--- src/rtl/uart_tx_ctrl.sv ---
// uart_tx_ctrl: one-bit-per-clock UART transmit framer.
// Frame = start(0), WIDTH_DATA data bits LSB first, optional parity, stop(1).
// A new frame may be accepted from IDLE or directly from STOP (no idle gap).
// TX_OUT and BUSY are registered and describe the state being entered, so
// the start bit appears in the cycle right after acceptance.
module uart_tx_ctrl #(
    parameter int WIDTH_DATA = 8
) (
    input  logic                  CLK,
    input  logic                  RST,
    input  logic [WIDTH_DATA-1:0] P_DATA,
    input  logic                  DATA_VALID,
    input  logic                  PAR_EN,
    input  logic                  PAR_TYP,
    output logic                  TX_OUT,
    output logic                  BUSY
);

    localparam int CNT_W = (WIDTH_DATA > 1) ? $clog2(WIDTH_DATA) : 1;
    localparam logic [CNT_W-1:0] CNT_LAST = CNT_W'(WIDTH_DATA - 1);

    localparam logic [2:0] ST_IDLE   = 3'd0;
    localparam logic [2:0] ST_START  = 3'd1;
    localparam logic [2:0] ST_DATA   = 3'd2;
    localparam logic [2:0] ST_PARITY = 3'd3;
    localparam logic [2:0] ST_STOP   = 3'd4;

    // Even parity is the XOR of all data bits; odd parity is its inverse.
    function automatic logic calc_parity(input logic [WIDTH_DATA-1:0] data,
                                         input logic                  odd);
        return (^data) ^ odd;
    endfunction

    logic [2:0]            state_r;
    logic [2:0]            state_nxt_s;
    logic [CNT_W-1:0]      cnt_r;
    logic [CNT_W-1:0]      cnt_nxt_s;
    logic [CNT_W-1:0]      cnt_inc_s;
    logic [WIDTH_DATA-1:0] data_r;
    logic [WIDTH_DATA-1:0] data_nxt_s;
    logic                  par_en_r;
    logic                  par_en_nxt_s;
    logic                  par_typ_r;
    logic                  par_typ_nxt_s;
    logic                  tx_out_r;
    logic                  tx_nxt_s;
    logic                  busy_r;
    logic                  accept_s;

    assign cnt_inc_s = cnt_r + {{(CNT_W-1){1'b0}}, 1'b1};

    // Next-state, latch and next-serial-bit decode; all outputs are derived
    // from the state being entered so they can be registered.
    always_comb begin
        accept_s      = DATA_VALID && ((state_r == ST_IDLE) || (state_r == ST_STOP));
        state_nxt_s   = state_r;
        cnt_nxt_s     = cnt_r;
        data_nxt_s    = data_r;
        par_en_nxt_s  = par_en_r;
        par_typ_nxt_s = par_typ_r;
        tx_nxt_s      = 1'b1;
        case (state_r)
            ST_IDLE, ST_STOP: begin
                if (accept_s) begin
                    data_nxt_s    = P_DATA;
                    par_en_nxt_s  = PAR_EN;
                    par_typ_nxt_s = PAR_TYP;
                    state_nxt_s   = ST_START;
                    tx_nxt_s      = 1'b0;
                end else begin
                    state_nxt_s   = ST_IDLE;
                    tx_nxt_s      = 1'b1;
                end
            end
            ST_START: begin
                state_nxt_s = ST_DATA;
                cnt_nxt_s   = {CNT_W{1'b0}};
                tx_nxt_s    = data_r[0];
            end
            ST_DATA: begin
                if (cnt_r == CNT_LAST) begin
                    cnt_nxt_s = {CNT_W{1'b0}};
                    if (par_en_r) begin
                        state_nxt_s = ST_PARITY;
                        tx_nxt_s    = calc_parity(data_r, par_typ_r);
                    end else begin
                        state_nxt_s = ST_STOP;
                        tx_nxt_s    = 1'b1;
                    end
                end else begin
                    cnt_nxt_s = cnt_inc_s;
                    tx_nxt_s  = data_r[cnt_inc_s];
                end
            end
            ST_PARITY: begin
                state_nxt_s = ST_STOP;
                tx_nxt_s    = 1'b1;
            end
            default: begin
                state_nxt_s = ST_IDLE;
                cnt_nxt_s   = {CNT_W{1'b0}};
                tx_nxt_s    = 1'b1;
            end
        endcase
    end

    // State, counter, latches and registered outputs; reset aborts any frame.
    always_ff @(posedge CLK or posedge RST) begin
        if (RST) begin
            state_r   <= ST_IDLE;
            cnt_r     <= {CNT_W{1'b0}};
            data_r    <= {WIDTH_DATA{1'b0}};
            par_en_r  <= 1'b0;
            par_typ_r <= 1'b0;
            tx_out_r  <= 1'b1;
            busy_r    <= 1'b0;
        end else begin
            state_r   <= state_nxt_s;
            cnt_r     <= cnt_nxt_s;
            data_r    <= data_nxt_s;
            par_en_r  <= par_en_nxt_s;
            par_typ_r <= par_typ_nxt_s;
            tx_out_r  <= tx_nxt_s;
            busy_r    <= (state_nxt_s != ST_IDLE);
        end
    end

    assign TX_OUT = tx_out_r;
    assign BUSY   = busy_r;

endmodule
--- config.mk ---
export PLATFORM = sky130hd
export DESIGN_NAME = uart_tx_ctrl
export DESIGN_NICKNAME = d
export VERILOG_FILES = /design/src/rtl/uart_tx_ctrl.sv
export SDC_FILE = /design/constraint.sdc
export NUM_CORES = 1
export LEC_CHECK = 0
export ABC_AREA = 1
export CAP_MARGIN = 10
export CELL_PAD_IN_SITES_DETAIL_PLACEMENT = 2
export CELL_PAD_IN_SITES_GLOBAL_PLACEMENT = 2
export CORE_UTILIZATION = 37
export DETAILED_ROUTE_END_ITERATION = 10
export DONT_BUFFER_PORTS = 1
export GPL_TIMING_DRIVEN = 0
export HOLD_SLACK_MARGIN = 0.08
export PLACE_DENSITY = 0.84
export REMOVE_ABC_BUFFERS = 1
export SLEW_MARGIN = 0
export SYNTH_ARGS = -nofsm -noshare
export SYNTH_HDL_FRONTEND = slang
export SYNTH_SLANG_ARGS = --single-unit
--- constraint.sdc ---
create_clock -name CLK -period 3.04 [get_ports CLK]
set_input_delay 0.304 -clock CLK [delete_from_list [all_inputs] [get_ports CLK]]
set_output_delay 0.304 -clock CLK [all_outputs]
set_load 0.1 [all_outputs]
==> flow_metrics.env, run 1 <==
export IMPL_switchingPower_mw=0.609
export IMPL_cellInternalPower_mw=0.647
export IMPL_die_w_um=52.9
export IMPL_post_cts_resize_count=0
export IMPL_holdBufCountCts=1
export IMPL_finalHoldViolCount=0
export IMPL_power_frac_comb_pct=43.3
export IMPL_post_cts_setup_buffer_count=0
export IMPL_worst_pin_slew_ns=0.868
export IMPL_synth_flop_cell="dfrtp_1"
export IMPL_hpwl_um=1730
export IMPL_drive_above_1_share_pct=12.0
export IMPL_syn_inst=121
export IMPL_crit_path_end_kind="register"
export IMPL_required_ns=3.21
export IMPL_worstSkewPairLatency_ns=0.29
export IMPL_yosys_warnings=0
export IMPL_ys_ff_latch=18
export IMPL_maxCapViolCount=0
export IMPL_start_util_pct=39.0
export IMPL_grt_usage_pct=18.7
export IMPL_cp_start_kind="register"
export IMPL_drt_initial_drc_count=5
export IMPL_first_global_vias=866
export IMPL_grt_use_met3_pct=3.74
export IMPL_h_tree_depth=1
export IMPL_ys_types=17
export IMPL_path_cells="ha_1 -> ha_1 -> inv_1 -> nor2_1 -> nor2_1 -> o21ai_0 -> nand3_1"
export IMPL_seqPwrFrac_pct=44.9
export IMPL_netlist_area_um2=958
export IMPL_synth_async_sr_flop_share_pct=100
export IMPL_final_util_pct=42.0
export IMPL_place_area_um2=985
export IMPL_numCtsBuffers=3
export IMPL_fin_skew_ns=0.00966
export IMPL_outcome="finished clean"
export IMPL_fin_tns_setup_ns=0
export IMPL_finalPower_mw=1.26
export IMPL_crit_fanout=8
export IMPL_rows=18
export IMPL_slew_viol_final=0
export IMPL_synth_edf_count=0
export IMPL_area_growth_pct=7.57
export IMPL_switching_share_pct=48.5
export IMPL_fillCellCount=292
export IMPL_power_density_mw_per_mm2=1220
export IMPL_globalRouteMet2Util_pct=31.6
export IMPL_cp_slowest_stage_delay_ns=0.49
export IMPL_grt_util_met1_pct=23.9
export IMPL_rsz0062_at_grt="no"
export IMPL_grt_busiest_layer="met2"
export IMPL_clockPowerShare_pct=11.8
export IMPL_drt_first_pass_iters=3
export IMPL_wl_per_cell_um=13.7
export IMPL_path_clk_slew_ns=0.11
export IMPL_fin_crit_sh_pct=53.8
export IMPL_finalCriticalPeriod_ns=1.64
export IMPL_antenna_left=0
export IMPL_vdd_drop_max_v=0.000632
export IMPL_setup_violations=0
export IMPL_seq_area_frac_synth_pct=47.1
export IMPL_cts_sinks=18
export IMPL_drc=0
export IMPL_cts_tree="yes"
export IMPL_p_leak_nw=0.537
export IMPL_synth_avg_cell_area_um2=7.92
export IMPL_slew_headroom_pct=42.2
export IMPL_grt_ovfl_total=0
export IMPL_slowest_stage="dfrtp_1"
export IMPL_antenna_found_initial=0
export IMPL_die_area_mm2=0.00280
export IMPL_stdcell_area_mm2=0.00103
export IMPL_cts_buffer_depth=2
export IMPL_die_y_um=52.9
export IMPL_wirelength_um=2130
export IMPL_num_antenna_cells=0
export IMPL_cp_top_family="flip-flops"
export IMPL_nNetsFinal=141
export IMPL_cts_root_buf="clkbuf_4"
export IMPL_arrival_ns=1.81
export IMPL_vias=796
export IMPL_io_pins=15
export IMPL_portBuffers=0
export IMPL_worst_path_buf_inv=1
export IMPL_grt_pass1_wl_um=3770
export IMPL_max_freq_ghz=0.612
export IMPL_core_mm2=0.00245
export IMPL_hp_class="primary input to register"
export IMPL_vias_per_cell=5.14
export IMPL_crit_type="register to register"
export IMPL_timing_hold_ws_ns=0.160
export IMPL_gp_congestion=0.705
export IMPL_grt_max_degree=19
==> state kept, by name, indices dropped and copies added, names as in the netlist <==
register and cells:
cnt_r 3, par_en_r 1, BUSY 1, TX_OUT 1
par_typ_r 1, data_r 8, state_r 3
==> kinds of logic after synthesis <==
kind of cell / share of synthesized area, %
muxes: 5.87
and+or+nand+nor: 26.9
DFF: 47.1
AOI/OAI and AO/OA: 7.44
xor gates and xnor gates: 1.83
adders and majority gates: 2.61
buffers and inverters: 8.23
==> synthesized netlist by cell type (2+ instances only) <==
| library cell | n | area share, % |
|---|---|---|
| inv_1 | 16 | 6.3 |
| a31oi_1 | 2 | 1.3 |
| inv_2 | 2 | 0.78 |
| ha_1 | 2 | 2.6 |
| xnor2_1 | 2 | 1.8 |
| mux2_2 | 5 | 5.9 |
| a21oi_1 | 5 | 2.6 |
| nand2_1 | 35 | 14 |
| o21ai_0 | 5 | 2.6 |
| dfrtp_1 | 17 | 44 |
| nand3_1 | 13 | 6.8 |
| nor2_1 | 12 | 4.7 |
==> worst paths after layout <==
path	from	end	slack (ns)	depth (start not counted)
worst max-delay path	cnt_r[0]	BUSY	1.40	7
worst min-delay path	P_DATA[2]	data_r[2]	0.16	1
worst max register to register	cnt_r[0]	BUSY	1.40	7
worst min register to register	cnt_r[2]	cnt_r[2]	0.54	2
max in group asynchronous	RST	data_r[3]	2.05	2
min in group asynchronous	RST	BUSY	0.56	2
==> metal layers <==
layer	vias to the layer above	part of all wire [%]
met1	385	48
li1	395	-
met3	2	3.7
met4	0	0.47
met2	14	48
met5	-	0
==> power by group through the flow <==
stage | registers [mW] | logic [mW] | clock network (mW)
after global placement | 0.562 | 0.523 | 0
after CTS | 0.570 | 0.560 | 0.153
final | 0.565 | 0.544 | 0.148
after floorplan | 0.539 | 0.439 | 0
after global routing | 0.590 | 0.631 | 0.163
after detailed placement | 0.575 | 0.560 | 0
==> placed cells by master (no fill, tap or decap) <==
master / n
nor3_2: 1
a31oi_1: 2
dfstp_2: 1
nor2_1: 12
dlygate4sd3_1: 1
nand2_2: 1
o21ai_0: 5
a21oi_1: 5
o21ai_2: 1
dfrtp_1: 17
mux2_2: 5
nand3_1: 13
inv_1: 16
xnor2_1: 2
clkbuf_8: 1
nand2_1: 35
inv_2: 2
ha_1: 2
clkbuf_4: 3
==> worst register-to-register path, delay by kind of cell, from the launching register on <==
family | cells | cell delay [ns]
buffers and inverters | 1 | 0.10
adder cells (fa/ha/maj) | 2 | 0.39
flip-flops | 1 | 0.49
AO/OA/AOI/OAI | 1 | 0.13
AND/OR/NAND/NOR | 3 | 0.41
==> layout make-up <==
| type | instances | area, um^2 | share of cell area (%) |
|---|---|---|---|
| inverter | 18 | 67.6 | 6.55 |
| clock buffer | 4 | 36.3 | 3.52 |
| tap | 30 | 37.5 | 3.64 |
| timing repair buffer | 1 | 10.0 | 0.971 |
| multi-input combinational | 84 | 428 | 41.5 |
| sequential | 18 | 452 | 43.8 |
==> stage by stage <==
stage / worst slack [ns] / std cells
2_1_floorplan: 1.68 / 120
3_3_place_gp: 1.51 / 150
3_5_place_dp: 1.42 / 150
4_1_cts: 1.38 / 155
5_1_grt: 1.23 / 155
6_report: 1.40 / 155
Note: power is estimated with default switching activity, not from simulation.
==> run 2: changes to the inputs <==
--- a/config.mk
+++ b/config.mk
@@ -9,12 +9,13 @@
 export CAP_MARGIN = 10
 export CELL_PAD_IN_SITES_DETAIL_PLACEMENT = 2
 export CELL_PAD_IN_SITES_GLOBAL_PLACEMENT = 2
-export CORE_UTILIZATION = 37
+export CORE_ASPECT_RATIO = 2
+export CORE_UTILIZATION = 35
 export DETAILED_ROUTE_END_ITERATION = 10
 export DONT_BUFFER_PORTS = 1
 export GPL_TIMING_DRIVEN = 0
 export HOLD_SLACK_MARGIN = 0.08
-export PLACE_DENSITY = 0.84
+export PLACE_DENSITY = 0.81
 export REMOVE_ABC_BUFFERS = 1
 export SLEW_MARGIN = 0
 export SYNTH_ARGS = -nofsm -noshare
==> constraint.sdc (replaced) <==
create_clock -name CLK -period 1.6 [get_ports CLK]
set_input_delay 0.16 -clock CLK [delete_from_list [all_inputs] [get_ports CLK]]
set_output_delay 0.16 -clock CLK [all_outputs]
set_load 0.1 [all_outputs]
==> run 2 against run 1 <==
  * Routed wire length grew 25%
  * Global-route usage rose by 2.3 points
  * Cell area up 12%
  * Via count increased by 5.9%
  * Clock skew decreased by 0.0077 ns
  * First-iteration DRC count increased by 60%
  * Clock power increased to 2.6 times the previous value
  * Critical path type unchanged
  * Highest routed layer unchanged
==> flow_metrics.env, run 2 (synthesized netlist as in run 1, its figures left out) <==
export IMPL_io_pins=15
export IMPL_slowest_stage="dfrtp_2"
export IMPL_die_w_um=39
export IMPL_antenna_left=0
export IMPL_final_util_pct=45.1
export IMPL_final_common_cell="nand2_1"
export IMPL_core_mm2=0.00257
export IMPL_fin_skew_ns=0.00199
export IMPL_fillCellCount=287
export IMPL_vdd_drop_max_v=0.000969
export IMPL_drc=0
export IMPL_first_global_vias=998
export IMPL_largest_register="data_r"
export IMPL_power_density_mw_per_mm2=2240
export IMPL_fin_ws_ns=0.0484
export IMPL_worst_pin_slew_ns=0.874
export IMPL_wl_per_cell_um=16.2
export IMPL_die_y_um=76.0
export IMPL_area_growth_pct=20.9
export IMPL_finalCriticalPeriod_ns=1.55
export IMPL_layout_common_cells="35 x nand2_1, 16 x dfrtp_1, 16 x inv_1"
export IMPL_hp_class="primary input to register"
export IMPL_slew_headroom_pct=41.8
export IMPL_grt_pass1_wl_um=4360
export IMPL_finalHoldViolCount=0
export IMPL_drt_first_pass_iters=2
export IMPL_startpoint="cnt_r[0]"
export IMPL_hold_start="DATA_VALID"
export IMPL_crit_fanout=3
export IMPL_ff2ff_path_depth=7
export IMPL_cts_tree="yes"
export IMPL_vias=843
export IMPL_grt_usage_pct=21.0
export IMPL_path_clk_slew_ns=0.07
export IMPL_path_cells="ha_1 -> ha_1 -> inv_1 -> nand3_1 -> a31oi_1 -> nand2_1 -> nand2_1"
export IMPL_outcome="finished clean"
export IMPL_crit_type="register to register"
export IMPL_maxCapViolCount=0
export IMPL_required_ns=1.80
export IMPL_fin_crit_sh_pct=97.0
export IMPL_rr_endpoint="TX_OUT"
export IMPL_dp_cells=148
export IMPL_top_regs="data_r: 8 flops, cnt_r: 3 flops, state_r: 3 flops"
export IMPL_vias_per_cell=5.14
export IMPL_arrival_ns=1.75
export IMPL_rows=26
export IMPL_worstSkewPairLatency_ns=0.26
export IMPL_largest_reg_flops=8
export IMPL_setup_violations=0
export IMPL_drt_initial_drc_count=8
export IMPL_portBuffers=0
export IMPL_wirelength_um=2650
export IMPL_cp_start_kind="register"
export IMPL_pre_cts_ws_ns=-0.0672
export IMPL_rrSetupSlack_ns=0.05
export IMPL_critPathCapture="TX_OUT"
export IMPL_slew_viol_final=0
export IMPL_hpwl_um=1930
export IMPL_p_leak_nw=0.590
export IMPL_crit_path_end_kind="register"
export IMPL_cp_slowest_stage_delay_ns=0.41
export IMPL_numCtsBuffers=3
export IMPL_final_cells=164
export IMPL_gp_congestion=0.850
export IMPL_grt_max_degree=19
export IMPL_fin_tns_setup_ns=0
export IMPL_grt_ovfl_total=0
export IMPL_timing_rr_start="cnt_r[0]"
export IMPL_start_util_pct=37.3
export IMPL_cts_sinks=18
export IMPL_cts_buffer_depth=2
export IMPL_num_antenna_cells=0
export IMPL_rsz0062_at_grt="no"
export IMPL_cts_root_buf="clkbuf_8"
export IMPL_antenna_found_initial=0
export IMPL_nNetsFinal=152
export IMPL_max_freq_ghz=0.645
export IMPL_h_tree_depth=1
export IMPL_die_area_mm2=0.00296
export IMPL_drive_above_1_share_pct=13.2
[run 2: area by class of cell]
class / instances / area [um^2] / share of cell area [%]
Multi-Input combinational cell: 84 / 430 / 37.1
Sequential cell: 18 / 453 / 39.1
Clock buffer: 4 / 55.1 / 4.75
Timing Repair Buffer: 12 / 118 / 10.2
Inverter: 18 / 67.6 / 5.83
Tap cell: 28 / 35.0 / 3.02
[run 2: stage by stage]
step	power [mW]	instance area [um^2]	hold WS [ns]
final	2.59	1160	0.280
after global routing	2.83	1160	0.327
after CTS	2.61	1150	0.290
after detailed placement	2.17	982	0.206
after global placement	2.08	982	0.182
after floorplan	1.86	947	0.0978
[run 2: worst max-delay path, delay by kind of cell, from the launching register on]
family | cells | cell delay (ns)
buffers and inverters | 1 | 0.09
AO/OA/AOI/OAI | 1 | 0.19
flip-flops | 1 | 0.41
adder cells (fa/ha/maj) | 2 | 0.49
AND/OR/NAND/NOR | 3 | 0.31
[run 2: repair_timing]
action | 4_1_cts | 5_1_grt
resized for setup | 2 | 0
pin swaps | 0 | 0
endpoints found under the hold margin | 27 | 0
hold buffers | 11 | 0
setup endpoints to repair | 3 | 2
buffers inserted | 0 | 1
[run 2: metal layers]
layer | GRT usage (%) | vias to the layer above | routed length, um
met5 | 0 | - | 0
met4 | 11.7 | 0 | 87
met3 | 1.75 | 8 | 36
met2 | 36.8 | 10 | 1510
met1 | 22.5 | 413 | 1020
li1 | - | 412 | -
[run 2: worst min path at each step]
stage	to	depth (start not counted)
after floorplan	BUSY	1
after global placement	cnt_r[1]	1
after detailed placement	data_r[4]	1
after CTS	state_r[0]	2
after global routing	state_r[0]	2
final	state_r[0]	2
[run 2: report_power, final]
group	internal [mW]	total, mW	switching [mW]
Combinational	0.444	1.13	0.688
Clock	0.219	0.391	0.171
Sequential	0.681	1.07	0.389
Total	1.34	2.59	1.25
